File: src/rtl/agc_stim_pkg.sv
// Shared encodings for the AGC stimulus sequencer: event opcodes and playback FSM states.
package agc_stim_pkg;

    typedef enum logic [1:0] {
        OP_SET    = 2'd0,
        OP_CLR    = 2'd1,
        OP_PULSE  = 2'd2,
        OP_TOGGLE = 2'd3
    } op_e;

    typedef enum logic [1:0] {
        ST_IDLE  = 2'd0,
        ST_WAIT  = 2'd1,
        ST_FIRE  = 2'd2,
        ST_DRAIN = 2'd3
    } state_e;

endpackage

File: src/rtl/agc_stim_pulse_ch.sv
// One driven line: level register plus pulse timer; ops take effect on the edge after apply_vld.
// No backpressure: apply_vld is always accepted, and a new op overrides a same-cycle pulse expiry.
module agc_stim_pulse_ch
    import agc_stim_pkg::*;
#(
    parameter int   PW_W = 8,
    parameter logic INIT = 1'b0
) (
    input  logic            core_clk,
    input  logic            rst_n,
    input  logic            flush,
    input  logic            apply_vld,
    input  op_e             op,
    input  logic [PW_W-1:0] pw,
    output logic            level,
    output logic            active
);

    logic [PW_W-1:0] pw_cnt;

    always_ff @(posedge core_clk) begin
        if (!rst_n || flush) begin
            level  <= INIT;
            pw_cnt <= '0;
        end else if (apply_vld) begin
            case (op)
                OP_SET: begin
                    level  <= 1'b1;
                    pw_cnt <= '0;
                end
                OP_CLR: begin
                    level  <= 1'b0;
                    pw_cnt <= '0;
                end
                OP_TOGGLE: begin
                    level  <= ~level;
                    pw_cnt <= '0;
                end
                default: begin
                    // Retrigger keeps the line asserted and just reloads the width.
                    level  <= ~INIT;
                    pw_cnt <= (pw == '0) ? PW_W'(1) : pw;
                end
            endcase
        end else if (pw_cnt != '0) begin
            pw_cnt <= pw_cnt - PW_W'(1);
            if (pw_cnt == PW_W'(1)) begin
                level <= INIT;
            end
        end
    end

    assign active = (pw_cnt != '0);

endmodule

File: src/rtl/agc_stim_sequencer.sv
// Timed-event sequencer driving NCH AGC input lines from a loadable table; event k lands max(d_k,1) cycles after k-1.
// Loader is held off (LD_READY low) while playing or when the table is full; ABORT returns all lines to idle level.
module agc_stim_sequencer
    import agc_stim_pkg::*;
#(
    parameter int             NCH        = 16,
    parameter int             DEPTH      = 32,
    parameter int             DLY_W      = 24,
    parameter int             PW_W       = 8,
    parameter logic [NCH-1:0] INIT_LEVEL = '0,
    localparam int            CH_W       = (NCH > 1) ? $clog2(NCH) : 1,
    localparam int            IDX_W      = (DEPTH > 1) ? $clog2(DEPTH) : 1,
    localparam int            CNT_W      = $clog2(DEPTH + 1)
) (
    input  logic             CLOCK,
    input  logic             SIM_RST_n,
    input  logic             LD_VALID,
    output logic             LD_READY,
    input  logic [DLY_W-1:0] LD_DELAY,
    input  logic [CH_W-1:0]  LD_CHAN,
    input  logic [1:0]       LD_OP,
    input  logic [PW_W-1:0]  LD_PW,
    input  logic             LD_CLR,
    input  logic             RUN,
    input  logic             ABORT,
    input  logic             LOOP,
    output logic [NCH-1:0]   DRIVE,
    output logic             BUSY,
    output logic             DONE,
    output logic             EVT_STB,
    output logic [IDX_W-1:0] EVT_IDX,
    output logic [CNT_W-1:0] COUNT
);

    typedef struct packed {
        logic [DLY_W-1:0] delay;
        logic [CH_W-1:0]  chan;
        op_e              op;
        logic [PW_W-1:0]  pw;
    } entry_t;

    entry_t           tbl [DEPTH];
    state_e           state;
    logic [IDX_W-1:0] idx;
    logic [DLY_W-1:0] timer;
    logic             run_q;

    logic             run_rise;
    logic             ld_take;
    logic             last;
    logic             fire_vld;
    logic             flush;
    logic [IDX_W-1:0] nxt_idx;
    logic [DLY_W-1:0] first_m1;
    logic [DLY_W-1:0] nxt_m1;
    logic [NCH-1:0]   ch_active;

    // Timer holds cycles remaining in WAIT before the FIRE cycle; d=0 behaves as d=1.
    function automatic logic [DLY_W-1:0] dly_m1(input logic [DLY_W-1:0] d);
        return (d == '0) ? '0 : d - DLY_W'(1);
    endfunction

    assign LD_READY = (state == ST_IDLE) && (COUNT < CNT_W'(DEPTH));
    assign ld_take  = LD_VALID && LD_READY && !LD_CLR;
    assign run_rise = RUN && !run_q;
    assign last     = ((CNT_W'(idx) + CNT_W'(1)) == COUNT);
    assign nxt_idx  = last ? '0 : idx + IDX_W'(1);
    assign first_m1 = dly_m1(tbl[0].delay);
    assign nxt_m1   = dly_m1(tbl[nxt_idx].delay);
    assign fire_vld = (state == ST_FIRE) && !ABORT;
    assign flush    = (state != ST_IDLE) && ABORT;

    always_ff @(posedge CLOCK) begin
        if (ld_take) begin
            tbl[COUNT[IDX_W-1:0]] <= '{delay: LD_DELAY, chan: LD_CHAN, op: op_e'(LD_OP), pw: LD_PW};
        end
    end

    always_ff @(posedge CLOCK) begin
        if (!SIM_RST_n) begin
            state   <= ST_IDLE;
            idx     <= '0;
            timer   <= '0;
            run_q   <= 1'b0;
            COUNT   <= '0;
            BUSY    <= 1'b0;
            DONE    <= 1'b0;
            EVT_STB <= 1'b0;
            EVT_IDX <= '0;
        end else begin
            run_q   <= RUN;
            EVT_STB <= 1'b0;
            if (flush) begin
                state <= ST_IDLE;
                BUSY  <= 1'b0;
                DONE  <= 1'b0;
            end else begin
                case (state)
                    ST_IDLE: begin
                        if (LD_CLR) begin
                            COUNT <= '0;
                            DONE  <= 1'b0;
                        end else begin
                            if (ld_take) begin
                                COUNT <= COUNT + CNT_W'(1);
                            end
                            if (run_rise && COUNT != '0) begin
                                idx   <= '0;
                                timer <= first_m1;
                                state <= (first_m1 == '0) ? ST_FIRE : ST_WAIT;
                                BUSY  <= 1'b1;
                                DONE  <= 1'b0;
                            end else if (run_rise) begin
                                DONE <= 1'b1;
                            end
                        end
                    end
                    ST_WAIT: begin
                        timer <= timer - DLY_W'(1);
                        if (timer == DLY_W'(1)) begin
                            state <= ST_FIRE;
                        end
                    end
                    ST_FIRE: begin
                        EVT_STB <= 1'b1;
                        EVT_IDX <= idx;
                        // LOOP only matters here; nxt_idx already wraps to 0 on the last entry.
                        if (!last || LOOP) begin
                            idx   <= nxt_idx;
                            timer <= nxt_m1;
                            state <= (nxt_m1 == '0) ? ST_FIRE : ST_WAIT;
                        end else begin
                            state <= ST_DRAIN;
                        end
                    end
                    default: begin
                        if (ch_active == '0) begin
                            state <= ST_IDLE;
                            BUSY  <= 1'b0;
                            DONE  <= 1'b1;
                        end
                    end
                endcase
            end
        end
    end

    for (genvar i = 0; i < NCH; i++) begin : g_ch
        agc_stim_pulse_ch #(
            .PW_W (PW_W),
            .INIT (INIT_LEVEL[i])
        ) u_ch (
            .core_clk  (CLOCK),
            .rst_n     (SIM_RST_n),
            .flush     (flush),
            .apply_vld (fire_vld && (tbl[idx].chan == CH_W'(i))),
            .op        (tbl[idx].op),
            .pw        (tbl[idx].pw),
            .level     (DRIVE[i]),
            .active    (ch_active[i])
        );
    end

endmodule

File: config.mk
export PLATFORM = sky130hd
export DESIGN_NAME = agc_stim_sequencer
export DESIGN_NICKNAME = d
export VERILOG_FILES = /design/src/rtl/agc_stim_pkg.sv /design/src/rtl/agc_stim_pulse_ch.sv /design/src/rtl/agc_stim_sequencer.sv
export SDC_FILE = /design/constraint.sdc
export NUM_CORES = 2
export LEC_CHECK = 0
export ABC_AREA = 1
export CORE_UTILIZATION = 50
export CTS_CLUSTER_DIAMETER = 80
export DETAILED_ROUTE_END_ITERATION = 12
export PLACE_DENSITY_LB_ADDON = 0.1
export SKIP_LAST_GASP = 1
export SYNTH_ARGS = -nofsm -noshare
export SYNTH_HDL_FRONTEND = slang
export SYNTH_SLANG_ARGS = --single-unit
File: constraint.sdc
create_clock -name CLOCK -period 4.45 [get_ports CLOCK]
set_input_delay 0.89 -clock CLOCK [delete_from_list [all_inputs] [get_ports CLOCK]]
set_output_delay 0.89 -clock CLOCK [all_outputs]
set_load 0.02 [all_outputs]
==> impl_results.md <==
* Total track usage at 30.8%
* Fraction of registers with async set/reset at 0%
* Slew margin rel. at 13.0%
* Syn_nets at 6065
* #FFs+latches synth at 1411
* Clock transition at path regs at 0.05 ns
* Final period util at 97.0%
* Post-CTS Hold Buffers at 0
* Main synth FF type: edfxtp_1
* Worst path arrival time at 4.96 ns
* CTS Buffer Depth at 3
* Largest family of logic cells by synthesized area: simple AND/OR/NAND/NOR gates
* Post-synth EDFFs at 1216
* Most common cell after layout, fill and taps aside: edfxtp_1
* Core Area at 0.124 mm²
* Final #Nets at 6293
* H-tree Lvls at 4
* Mean post-synth cell area at 10.5 µm²
* LEAKAGE at 27.3 nW
* Sequential fraction of the synthesis area at 64.2%
* Synthesized cell area at 0.0629 mm²
* Tightest Pin Transition at 1.30 ns
* RSZ-0062 raised after global routing: yes
* Fin crit period at 4.31 ns
* DIE WIDTH at 357 µm
* Root Buffer: clkbuf_16
* Critical-path cell with the highest stage delay: dfxtp_2
* Dpl hpwl at 110000 µm
* Post-placement cell count at 7638
* Max stage delay on crit path at 0.34 ns
* Fmax at 0.232 GHz
* Post-Synth XOR/XNOR Area at 1.34%
* Drt wl/cell at 25.1 µm
* Layout cells sized above 1 at 12.7%
* First-pass GRT wire length at 289000 µm
* Die area at 0.127 mm²
* Iteration count of the initial detailed-routing pass at 6
* Starting Density at 50.6%
* DR vias/cell at 5.94
* Clk_lat worst skew at 0.79 ns
* Final WL at 200000 µm
* Area grow syn2layout at 16.9%
* Min-Delay Path Class: reg2reg
* Post-Synth Adder-Cell Area at 0.935%
* Finish-stage setup viols at 0
* DRC viols at 0
* Largest net degree at the start of global routing at 187
* Vias in the first global route at 43636
* Simple-Gate Fraction of Synth Area at 18.8%
* Placed cell area at 0.0678 mm²
* Slew Viols, Final at 0
* WP data required at 5.10 ns
* Die Height at 357 µm
* Clk_skew at 0.0264 ns
* Total CTS buffers at 150
* Max-capacitance violation count at 0
* Commonest non-fill, non-tap cells in the layout: edfxtp_1, nand3_1, nand2_1
* Synth Area in Compound Gates at 9.10%
* Total grt overflow at 0
* Unique cell type count in the Yosys netlist at 52
* Row count at 129
* VDD IR max at 0.441 mV
* Fillers at 10232
* Final antenna-violating net count at 0
* Critical Path End Type: flip-flop
* CP Max Fanout at 19
* Fin cells at 7964
* Synthesis warning total at 0
* DRT iter0 DRCs at 5976
* Port bufs at 75
* Total Power at 36.4 mW
* Proportion of synthesized area in mux cells at 0.0159%
* CP Class: reg2reg
* Run status: complete, no violations
* P per Cell Area at 495 mW/mm²
* Antenna violations before repair at 6
* Final Cell Area at 0.0736 mm²
* Final hold vios at 0
* Clk sinks at 1411
* I/O pin count at 76
* TritonCTS clock tree: built
* Crit start category: flip-flop
* Placer Congestion at 0.929
* Syn Inst Count at 5973
* Via count at 47286
-- final cells by class --
cell class | count | area [µm²] | area share [%]
flip-flops and latches | 1411 | 40400 | 54.9
multi-input cells | 3702 | 19500 | 26.6
repair buffers | 433 | 4830 | 6.56
clock buffers | 203 | 4160 | 5.65
well taps | 1637 | 2050 | 2.78
inverters | 503 | 1910 | 2.60
clock inverters | 74 | 659 | 0.896
diodes | 1 | 2.50 | 0.00340
-- timing repair --
item                       CTS  global route
pin swaps                    2            38
cloned                       0            12
setup endpoints to repair    2            24
setup buffers                8            29
gates resized for setup      1           114
-- kinds of logic (layout without fill, tap and decap cells) --
family | Yosys count | count (layout)
other | 0 | 1
AO/OA/AOI/OAI | 964 | 964
multiplexers | 1 | 1
AND/OR/NAND/NOR | 2591 | 2594
flip-flops | 1411 | 1411
adder cells (fa/ha/maj) | 47 | 47
buffers and inverters | 863 | 1213
XOR/XNOR | 96 | 96
-- worst max-delay path: cells and delay by family (launching register included) --
kind                     cells  cell delay (ns)
flip-flops                   1             0.34
AO/OA/AOI/OAI                2             0.29
AND/OR/NAND/NOR             19             2.17
buffers and inverters        8             1.07
adder cells (fa/ha/maj)      1             0.28
-- path summary, 6_finish.rpt --
kind,from,to,slack [ns],cells past startpoint
worst min-delay path,DONE,DONE,0.47,2
worst max-delay path,idx[0],timer[5],0.14,30
worst min register to register,DONE,DONE,0.47,2
worst max register to register,idx[0],timer[5],0.14,30
-- registers in the layout, indices dropped and copies added, names as in the netlist, named ones only --
| register | count |
|---|---|
| tbl | 1216 |
| g_ch.u_ch.pw_cnt | 128 |
| timer | 24 |
| g_ch.u_ch.level | 16 |
| COUNT | 6 |
| EVT_IDX | 5 |
| idx | 5 |
| state | 2 |
| BUSY | 1 |
| DONE | 1 |
| EVT_STB | 1 |
| run_q | 1 |
-- Yosys cell counts (47+ instances only) --
library cell | count | share of area, %
a211oi_1 | 69 | 0.82
a21oi_1 | 222 | 1.8
buf_2 | 88 | 0.70
clkbuf_1 | 208 | 1.2
dfxtp_1 | 195 | 6.2
edfxtp_1 | 1216 | 58
ha_1 | 47 | 0.93
inv_1 | 487 | 2.9
nand2_1 | 735 | 4.4
nand3_1 | 752 | 6.0
nand3b_1 | 163 | 1.9
nor2_1 | 730 | 4.4
o21ai_0 | 418 | 3.3
o221ai_1 | 82 | 1.1
or2_2 | 94 | 0.93
xor2_1 | 75 | 1.0
-- where the power goes --
part | internal (mW) | switching [mW]
Combinational | 3.34 | 5.25
Sequential | 15.0 | 0.498
Clock | 7.14 | 5.23
Total | 25.4 | 11.0
-- metrics by stage --
step	worst slack [ns]	hold slack (ns)	util [%]	setup TNS [ns]
2_1_floorplan	0.602	0.459	-	0
3_3_place_gp	-0.0676	0.455	54.5	-0.121
3_5_place_dp	-0.0610	0.458	54.5	-0.110
4_1_cts	0.0375	0.471	58.5	0
5_1_grt	-0.178	0.499	59.2	-0.529
6_report	0.135	0.466	59.2	0
-- metal layers --
| metal | global-route usage, % | vias to the layer above | wire [µm] |
|---|---|---|---|
| li1 | - | 21514 | - |
| met1 | 45.8 | 23182 | 87400 |
| met5 | 0 | - | 62 |
| met3 | 5.76 | 326 | 19000 |
| met4 | 9.22 | 10 | 5520 |
| met2 | 45.9 | 2254 | 88100 |
(Power assumes the default switching activity.)
